===== config.mk =====
export PLATFORM = sky130hd
export DESIGN_NAME = machine_trap_ctrl_flat
export DESIGN_NICKNAME = d
export VERILOG_FILES = /design/src/rtl/machine_trap_ctrl_if.sv /design/src/rtl/machine_trap_ctrl.sv /design/src/flat_wrapper.sv
export SDC_FILE = /design/constraint.sdc
export NUM_CORES = 1
export LEC_CHECK = 0
export CORE_AREA = 4 4 158 160
export CTS_BUF_LIST = sky130_fd_sc_hd__clkbuf_16
export CTS_CLUSTER_DIAMETER = 30
export CTS_CLUSTER_SIZE = 14
export DETAILED_ROUTE_END_ITERATION = 10
export DIE_AREA = 0 0 162 164
export HOLD_SLACK_MARGIN = 0.02
export PLACE_DENSITY = 0.68
export SKIP_CTS_REPAIR_TIMING = 1
export SYNTH_ARGS = -nofsm -noshare
export SYNTH_HDL_FRONTEND = slang
export SYNTH_SLANG_ARGS = --single-unit

===== constraint.sdc =====
create_clock -name CLK -period 2.85 [get_ports CLK]
set_input_delay 0.57 -clock CLK [delete_from_list [all_inputs] [get_ports CLK]]
set_output_delay 0.57 -clock CLK [all_outputs]
set_load 0.01 [all_outputs]

===== src/rtl/machine_trap_ctrl_if.sv =====
// Fetch-redirect handshake between the trap sequencer (master) and fetch (slave).
interface machine_trap_ctrl_if;
  logic        redirect_valid;
  logic [31:0] redirect_pc;
  logic        redirect_ready;

  modport master (output redirect_valid, output redirect_pc, input redirect_ready);
  modport slave  (input redirect_valid, input redirect_pc, output redirect_ready);
endinterface


===== src/rtl/machine_trap_ctrl.sv =====
// Machine-mode trap entry / MRET sequencer: picks one event per commit, writes
// the trap CSRs for one cycle, then redirects fetch through a valid/ready handshake.
module machine_trap_ctrl #(
  parameter bit SUPPORT_U_MODE = 1'b1,
  parameter bit HAS_C          = 1'b0
) (
  input  logic        CLK,
  input  logic        RST,
  input  logic        instr_valid_i,
  input  logic [15:0] exc_vec_i,
  input  logic [31:0] epc_i,
  input  logic [31:0] tval_i,
  input  logic        mret_i,
  input  logic [31:0] mip_i,
  input  logic [31:0] mie_i,
  input  logic [31:0] mstatus_i,
  input  logic [31:0] mtvec_i,
  input  logic [31:0] mepc_i,
  output logic        mepc_we_o,
  output logic [31:0] mepc_wdata_o,
  output logic        mcause_we_o,
  output logic [31:0] mcause_wdata_o,
  output logic        mtval_we_o,
  output logic [31:0] mtval_wdata_o,
  output logic        mstatus_we_o,
  output logic [31:0] mstatus_wdata_o,
  output logic [1:0]  priv_o,
  output logic        flush_o,
  output logic        busy_o,
  machine_trap_ctrl_if.master redir
);

  typedef enum logic [1:0] {
    S_IDLE        = 2'd0,
    S_TRAP_COMMIT = 2'd1,
    S_MRET_COMMIT = 2'd2,
    S_REDIRECT    = 2'd3
  } state_e;

  localparam logic [1:0] U_MODE   = 2'd0;
  localparam logic [1:0] RES_MODE = 2'd2;
  localparam logic [1:0] M_MODE   = 2'd3;

  localparam int MS_MIE  = 3;
  localparam int MS_MPIE = 7;

  // Index 0 is the highest-priority exception code.
  localparam logic [0:13][3:0] EXC_PRIO = {4'd3, 4'd12, 4'd1, 4'd2, 4'd0, 4'd8, 4'd9,
                                           4'd11, 4'd6, 4'd4, 4'd15, 4'd13, 4'd7, 4'd5};

  state_e      state_q, state_d;
  logic [1:0]  priv_q;
  logic [1:0]  priv_saved_q;
  logic [4:0]  code_q;
  logic        irq_q;
  logic [31:0] epc_q;
  logic [31:0] tval_q;
  logic [31:0] redirect_pc_q;

  logic        exc_any;
  logic [4:0]  exc_code;
  logic [31:0] pend;
  logic        irq_any;
  logic [4:0]  irq_code;
  logic        irq_en;
  logic        trap_take;
  logic        mret_take;
  logic [31:0] trap_target;
  logic [31:0] tvec_base;
  logic [1:0]  mret_priv;
  logic [1:0]  mpp_old;
  logic        unused_bits;

  always_comb begin
    exc_any  = 1'b0;
    exc_code = '0;
    for (int i = 13; i >= 0; i--) begin
      if (exc_vec_i[EXC_PRIO[i]]) begin
        exc_any  = 1'b1;
        exc_code = {1'b0, EXC_PRIO[i]};
      end
    end
  end

  assign pend   = mip_i & mie_i;
  assign irq_en = (priv_q != M_MODE) || mstatus_i[MS_MIE];

  always_comb begin
    irq_any  = 1'b0;
    irq_code = '0;
    if (irq_en) begin
      if (pend[11]) begin
        irq_any  = 1'b1;
        irq_code = 5'd11;
      end else if (pend[3]) begin
        irq_any  = 1'b1;
        irq_code = 5'd3;
      end else if (pend[7]) begin
        irq_any  = 1'b1;
        irq_code = 5'd7;
      end
    end
  end

  assign trap_take = (state_q == S_IDLE) && instr_valid_i && (exc_any || irq_any);
  assign mret_take = (state_q == S_IDLE) && instr_valid_i && mret_i && !exc_any && !irq_any;

  // Reserved modes are treated as DIRECT; only mode 01 vectors interrupts.
  assign tvec_base   = {mtvec_i[31:2], 2'b00};
  assign trap_target = (mtvec_i[1:0] == 2'b01 && irq_q) ? tvec_base + {25'd0, code_q, 2'b00}
                                                        : tvec_base;

  assign mpp_old = mstatus_i[12:11];
  always_comb begin
    mret_priv = mpp_old;
    if (mpp_old == RES_MODE || (mpp_old == U_MODE && !SUPPORT_U_MODE)) begin
      mret_priv = M_MODE;
    end
  end

  always_ff @(posedge CLK) begin
    if (RST) begin
      state_q <= S_IDLE;
    end else begin
      state_q <= state_d;
    end
  end

  always_comb begin
    state_d = state_q;
    case (state_q)
      S_IDLE: begin
        if (trap_take) begin
          state_d = S_TRAP_COMMIT;
        end else if (mret_take) begin
          state_d = S_MRET_COMMIT;
        end
      end
      S_TRAP_COMMIT: state_d = S_REDIRECT;
      S_MRET_COMMIT: state_d = S_REDIRECT;
      S_REDIRECT: begin
        if (redir.redirect_ready) begin
          state_d = S_IDLE;
        end
      end
      default: state_d = S_IDLE;
    endcase
  end

  always_ff @(posedge CLK) begin
    if (RST) begin
      priv_q        <= M_MODE;
      priv_saved_q  <= M_MODE;
      code_q        <= '0;
      irq_q         <= 1'b0;
      epc_q         <= '0;
      tval_q        <= '0;
      redirect_pc_q <= '0;
    end else begin
      case (state_q)
        S_IDLE: begin
          if (trap_take || mret_take) begin
            code_q       <= exc_any ? exc_code : irq_code;
            irq_q        <= !exc_any;
            epc_q        <= epc_i;
            tval_q       <= tval_i;
            priv_saved_q <= priv_q;
          end
        end
        S_TRAP_COMMIT: begin
          priv_q        <= M_MODE;
          redirect_pc_q <= trap_target;
        end
        S_MRET_COMMIT: begin
          priv_q        <= mret_priv;
          redirect_pc_q <= mepc_i;
        end
        default: ;
      endcase
    end
  end

  always_comb begin
    mepc_we_o       = 1'b0;
    mepc_wdata_o    = '0;
    mcause_we_o     = 1'b0;
    mcause_wdata_o  = '0;
    mtval_we_o      = 1'b0;
    mtval_wdata_o   = '0;
    mstatus_we_o    = 1'b0;
    mstatus_wdata_o = '0;
    busy_o          = (state_q != S_IDLE);
    flush_o         = (state_q != S_IDLE) || trap_take || mret_take;
    redir.redirect_valid = 1'b0;
    case (state_q)
      S_TRAP_COMMIT: begin
        mepc_we_o       = 1'b1;
        mepc_wdata_o    = HAS_C ? {epc_q[31:1], 1'b0} : {epc_q[31:2], 2'b00};
        mcause_we_o     = 1'b1;
        mcause_wdata_o  = {irq_q, 26'd0, code_q};
        mtval_we_o      = 1'b1;
        mtval_wdata_o   = irq_q ? 32'd0 : tval_q;
        mstatus_we_o    = 1'b1;
        mstatus_wdata_o = mstatus_i;
        mstatus_wdata_o[MS_MPIE] = mstatus_i[MS_MIE];
        mstatus_wdata_o[MS_MIE]  = 1'b0;
        mstatus_wdata_o[12:11]   = priv_saved_q;
      end
      S_MRET_COMMIT: begin
        mstatus_we_o    = 1'b1;
        mstatus_wdata_o = mstatus_i;
        mstatus_wdata_o[MS_MIE]  = mstatus_i[MS_MPIE];
        mstatus_wdata_o[MS_MPIE] = 1'b1;
        mstatus_wdata_o[12:11]   = SUPPORT_U_MODE ? U_MODE : M_MODE;
      end
      S_REDIRECT: redir.redirect_valid = 1'b1;
      default: ;
    endcase
  end

  assign redir.redirect_pc = redirect_pc_q;
  assign priv_o            = priv_q;

  assign unused_bits = ^{pend, epc_q[1:0]};

endmodule

===== src/flat_wrapper.sv =====
// flat-port wrapper written by rule: the top's interface ports become plain ports
module machine_trap_ctrl_flat 
#(
  parameter bit SUPPORT_U_MODE = 1'b1,
  parameter bit HAS_C          = 1'b0
)
  (CLK, RST, instr_valid_i, exc_vec_i, epc_i, tval_i, mret_i, mip_i, mie_i, mstatus_i, mtvec_i, mepc_i, mepc_we_o, mepc_wdata_o, mcause_we_o, mcause_wdata_o, mtval_we_o, mtval_wdata_o, mstatus_we_o, mstatus_wdata_o, priv_o, flush_o, busy_o, redir_redirect_valid, redir_redirect_pc, redir_redirect_ready);
  machine_trap_ctrl_if redir_i ();
  input  logic CLK;
  input  logic RST;
  input  logic instr_valid_i;
  input  logic [15:0] exc_vec_i;
  input  logic [31:0] epc_i;
  input  logic [31:0] tval_i;
  input  logic mret_i;
  input  logic [31:0] mip_i;
  input  logic [31:0] mie_i;
  input  logic [31:0] mstatus_i;
  input  logic [31:0] mtvec_i;
  input  logic [31:0] mepc_i;
  output logic mepc_we_o;
  output logic [31:0] mepc_wdata_o;
  output logic mcause_we_o;
  output logic [31:0] mcause_wdata_o;
  output logic mtval_we_o;
  output logic [31:0] mtval_wdata_o;
  output logic mstatus_we_o;
  output logic [31:0] mstatus_wdata_o;
  output logic [1:0] priv_o;
  output logic flush_o;
  output logic busy_o;
  output wire logic [$bits(redir_i.redirect_valid)-1:0] redir_redirect_valid;
  output wire logic [$bits(redir_i.redirect_pc)-1:0] redir_redirect_pc;
  input wire logic [$bits(redir_i.redirect_ready)-1:0] redir_redirect_ready;
  assign redir_redirect_valid = redir_i.redirect_valid;
  assign redir_redirect_pc = redir_i.redirect_pc;
  assign redir_i.redirect_ready = redir_redirect_ready;
  machine_trap_ctrl #(.SUPPORT_U_MODE(SUPPORT_U_MODE), .HAS_C(HAS_C)) u_core (.CLK(CLK), .RST(RST), .instr_valid_i(instr_valid_i), .exc_vec_i(exc_vec_i), .epc_i(epc_i), .tval_i(tval_i), .mret_i(mret_i), .mip_i(mip_i), .mie_i(mie_i), .mstatus_i(mstatus_i), .mtvec_i(mtvec_i), .mepc_i(mepc_i), .mepc_we_o(mepc_we_o), .mepc_wdata_o(mepc_wdata_o), .mcause_we_o(mcause_we_o), .mcause_wdata_o(mcause_wdata_o), .mtval_we_o(mtval_we_o), .mtval_wdata_o(mtval_wdata_o), .mstatus_we_o(mstatus_we_o), .mstatus_wdata_o(mstatus_wdata_o), .priv_o(priv_o), .flush_o(flush_o), .busy_o(busy_o), .redir(redir_i));
endmodule

==> summary.md <==
| Metric | Value |
|---|---|
| Setup-failing EPs final | `1` |
| Startpoint types | `input port` |
| Worst-skew pair later-pin latency | `350 ps` |
| Unrepaired setup endpoints after global routing | `true` |
| Vias in the first global route | `6,294` |
| GR Layer Usage met1 | `20.4%` |
| Data arrival, critical path | `2330 ps` |
| Hold depth | `2` |
| Final #Nets | `1,339` |
| Max-cap violations | `0` |
| Ports | `414` |
| Yosys reg bits | `105` |
| CTS tree | `built` |
| Post-Synthesis Cells | `757` |
| Min Hold Slack | `450 ps` |
| Grt met3 use | `4.79%` |
| Sequential area share after synthesis | `35.9%` |
| Primary FF master, synth | `dfxtp_1` |
| Final hold vios | `0` |
| Met2 Usage GRT | `28.2%` |
| Top cells by area, synth | `dfxtp_1, and2_1, nand2_1` |
| Final antenna-violating net count | `0` |
| Final WS setup | `-52.5 ps` |
| Synthesized cell area | `5860 um^2` |
| Synth top cells by count | `nand2_1, dfxtp_1, and2_1` |
| Detailed router's first-iteration violation count | `387` |
| Rel. slew slack | `29.7%` |
| WS Path Type | `input port to output port` |
| Worst slew pin tran | `1050 ps` |
| Filler instances | `2,392` |
| Dpl hpwl | `17,800 um` |
| Placer Congestion | `0.842` |
| Largest net degree at the start of global routing | `53` |
| Non-Filler Instances | `1,410` |
| DIE HEIGHT | `164 um` |
| Final Util | `42.5%` |
| Area grow syn2layout | `69.9%` |
| R2R depth | `9` |
| Share of layout cells above drive strength 1 | `7.52%` |
| Number of flops mapped to enable cells by yosys | `0` |
| Crit-path max FO | `2` |
| Vias | `6,472` |
| Maximum VDD drop | `0.463 mV` |
| Initial antenna violation count | `0` |
| Remaining DRCs | `0` |
| R2r startpoint | `u_core.state_q[0]` |
| Post-route clock period utilization | `102%` |
| Worst slack, placed | `-327 ps` |
| Critical Path End Type | `output port` |
| Status | `complete, but fails checks` |
| Leakage | `4.14 nW` |
| H-tree Lvls | `3` |
| Num CTS Buffers | `9` |
| Final Slew Violations | `0` |
| IO Port Bufs | `322` |
| GRT overflow | `0` |
| Worst R2R Setup Slack | `300 ps` |
| Vias per inst | `4.59` |
| Synthesis Warnings | `0` |
| Async SR Flop Fraction | `0%` |
| Synth area leader | `dfxtp_1` |
| Drt wl/cell | `16.3 um` |
| Pwr/cell area | `695 nW/um^2` |
| Core Box Area | `23,400 um^2` |
| Hold Path Sink | `u_core.tval_q[16]` |
| Row count | `56` |
| Drt first pass iters | `5` |
| Count leader, synth | `nand2_1` |
| RR Endpoint | `u_core.redir.redirect_pc[29]` |
| Min cycle time layout | `2900 ps` |
| Fmax | `0.345 GHz` |
| Clock slew at reported path FFs | `80 ps` |
| Die ar. | `26,600 um^2` |
| Hold Crit Class | `register to register` |
| Hold Startpoint | `u_core.tval_q[16]` |
| Initial core utilization | `25.0%` |
| Worst Clk Skew | `11.7 ps` |
| Die X | `162 um` |
| CTS Buffer Depth | `2` |
| Grt peak-use layer | `met2` |
| First-pass GRT wire length | `34,600 um` |
| Cell variety after synth | `63` |
| Syn Area/Cell | `7.74 um^2` |
| Dpl cells | `1,393` |
| CTS root buf | `clkbuf_16` |
| CTS sink cnt | `105` |
| Gr usage total | `16.4%` |
| Final WL | `23,100 um` |
| Top-area cell type share of the netlist area | `35.9%` |
| Failing checks | `setup timing` |
| WP data required | `2280 ps` |
[placed cells by master, fill, tap and decap left out, types with 3 or more instances in the layout]
| cell type | synthesis | layout |
|---|---|---|
| a211oi_1 | 4 | 4 |
| a21oi_1 | 79 | 79 |
| a22oi_1 | 22 | 22 |
| a311o_1 | 4 | 4 |
| a31oi_1 | 4 | 4 |
| a32o_1 | 3 | 3 |
| and2_1 | 99 | 99 |
| and3_1 | 3 | 3 |
| and4_1 | 5 | 5 |
| buf_12 | 0 | 5 |
| buf_4 | 32 | 43 |
| clkbuf_16 | 0 | 9 |
| clkdlybuf4s50_1 | 0 | 292 |
| conb_1 | 1 | 29 |
| dfxtp_1 | 105 | 103 |
| dlymetal6s2s_1 | 0 | 29 |
| ha_1 | 8 | 8 |
| inv_1 | 12 | 12 |
| mux2i_1 | 5 | 5 |
| nand2_1 | 148 | 148 |
| nand2b_1 | 4 | 4 |
| nand3_1 | 15 | 15 |
| nand4b_1 | 3 | 3 |
| nor2_1 | 28 | 26 |
| nor2b_1 | 5 | 4 |
| nor3_1 | 6 | 5 |
| nor3b_1 | 4 | 4 |
| nor4_1 | 9 | 8 |
| nor4_2 | 3 | 3 |
| nor4b_1 | 3 | 3 |
| o211ai_1 | 3 | 3 |
| o21ai_0 | 17 | 17 |
| o22ai_1 | 14 | 14 |
| o31ai_1 | 3 | 3 |
| or3_1 | 5 | 5 |
| xnor2_1 | 13 | 13 |
| xor2_1 | 3 | 3 |
[report_power, final]
group,leakage [nW],switching [mW],internal (mW),total (mW)
clock,0.135,0.633,0.610,1.24
combinational,3.14,1.89,1.77,3.65
sequential,0.862,0.189,1.83,2.02
[area by class of cell]
| type | instances | area [um^2] | area share [%] |
|---|---|---|---|
| Sequential cell | 105 | 2100 | 21.1 |
| Multi-Input combinational cell | 586 | 3390 | 34.1 |
| Tap cell | 319 | 399 | 4.01 |
| Inverter | 13 | 48.8 | 0.490 |
| Timing Repair Buffer | 370 | 3720 | 37.4 |
| Clock buffer | 9 | 225 | 2.26 |
| Clock inverter | 7 | 61.3 | 0.616 |
| Antenna cell | 1 | 2.50 | 0.0251 |
[sequential cells by signal, summed over array words and instances (netlist names)]
signal                    cells
u_core.priv_o                 2
u_core.code_q                 4
u_core.priv_saved_q           2
u_core.tval_q                32
u_core.state_q                2
u_core.irq_q                  1
u_core.redir.redirect_pc     32
u_core.epc_q                 30
[cell families (layout without fill, tap and decap cells)]
group                    count (synthesis)  in the layout  share of synthesized area (%)
AO/OA/AOI/OAI                          177            177                           19.3
XOR/XNOR                                16             16                           2.39
adder cells (fa/ha/maj)                  9              9                           2.05
buffers and inverters                   94            399                           8.75
flip-flops                             105            105                           35.9
multiplexers                             5              5                          0.854
other                                    1             30                         0.0640
AND/OR/NAND/NOR                        350            350                           30.7
[metrics by stage]
stage	power (mW)	cell area (um^2)	TNS (ps)
2_1_floorplan	3.88	5970	0
3_3_place_gp	5.72	9550	-2680
3_5_place_dp	5.76	9550	-1730
4_1_cts	7.04	9840	-1570
5_1_grt	7.41	9950	-138
6_report	6.92	9950	-52.5
[critical path, cell delays in order]
cell             delay (ps)
clkdlybuf4s50_1         480
nor4_4                  310
nand4_2                 220
o41ai_2                 440
nand2_1                 110
dlymetal6s2s_1          200
[metal layers]
metal / vias to the layer above / routed length, um
met5: - / 0
met4: 0 / 287
met3: 17 / 1870
met1: 2975 / 9880
li1: 3216 / -
met2: 264 / 11000
[worst max-delay path by stage]
| stage | from | end | slack (ps) | cells past startpoint |
|---|---|---|---|---|
| finish | exc_vec_i[7] | flush_o | -50 | 6 |
| global placement | exc_vec_i[11] | flush_o | -390 | 6 |
| floorplan | mtvec_i[2] | u_core.redir.redirect_pc[26] | 320 | 9 |
| CTS | exc_vec_i[11] | flush_o | -370 | 6 |
| global route | exc_vec_i[7] | flush_o | -130 | 6 |
| detailed placement | exc_vec_i[11] | flush_o | -330 | 6 |
(Power assumes the default switching activity.)
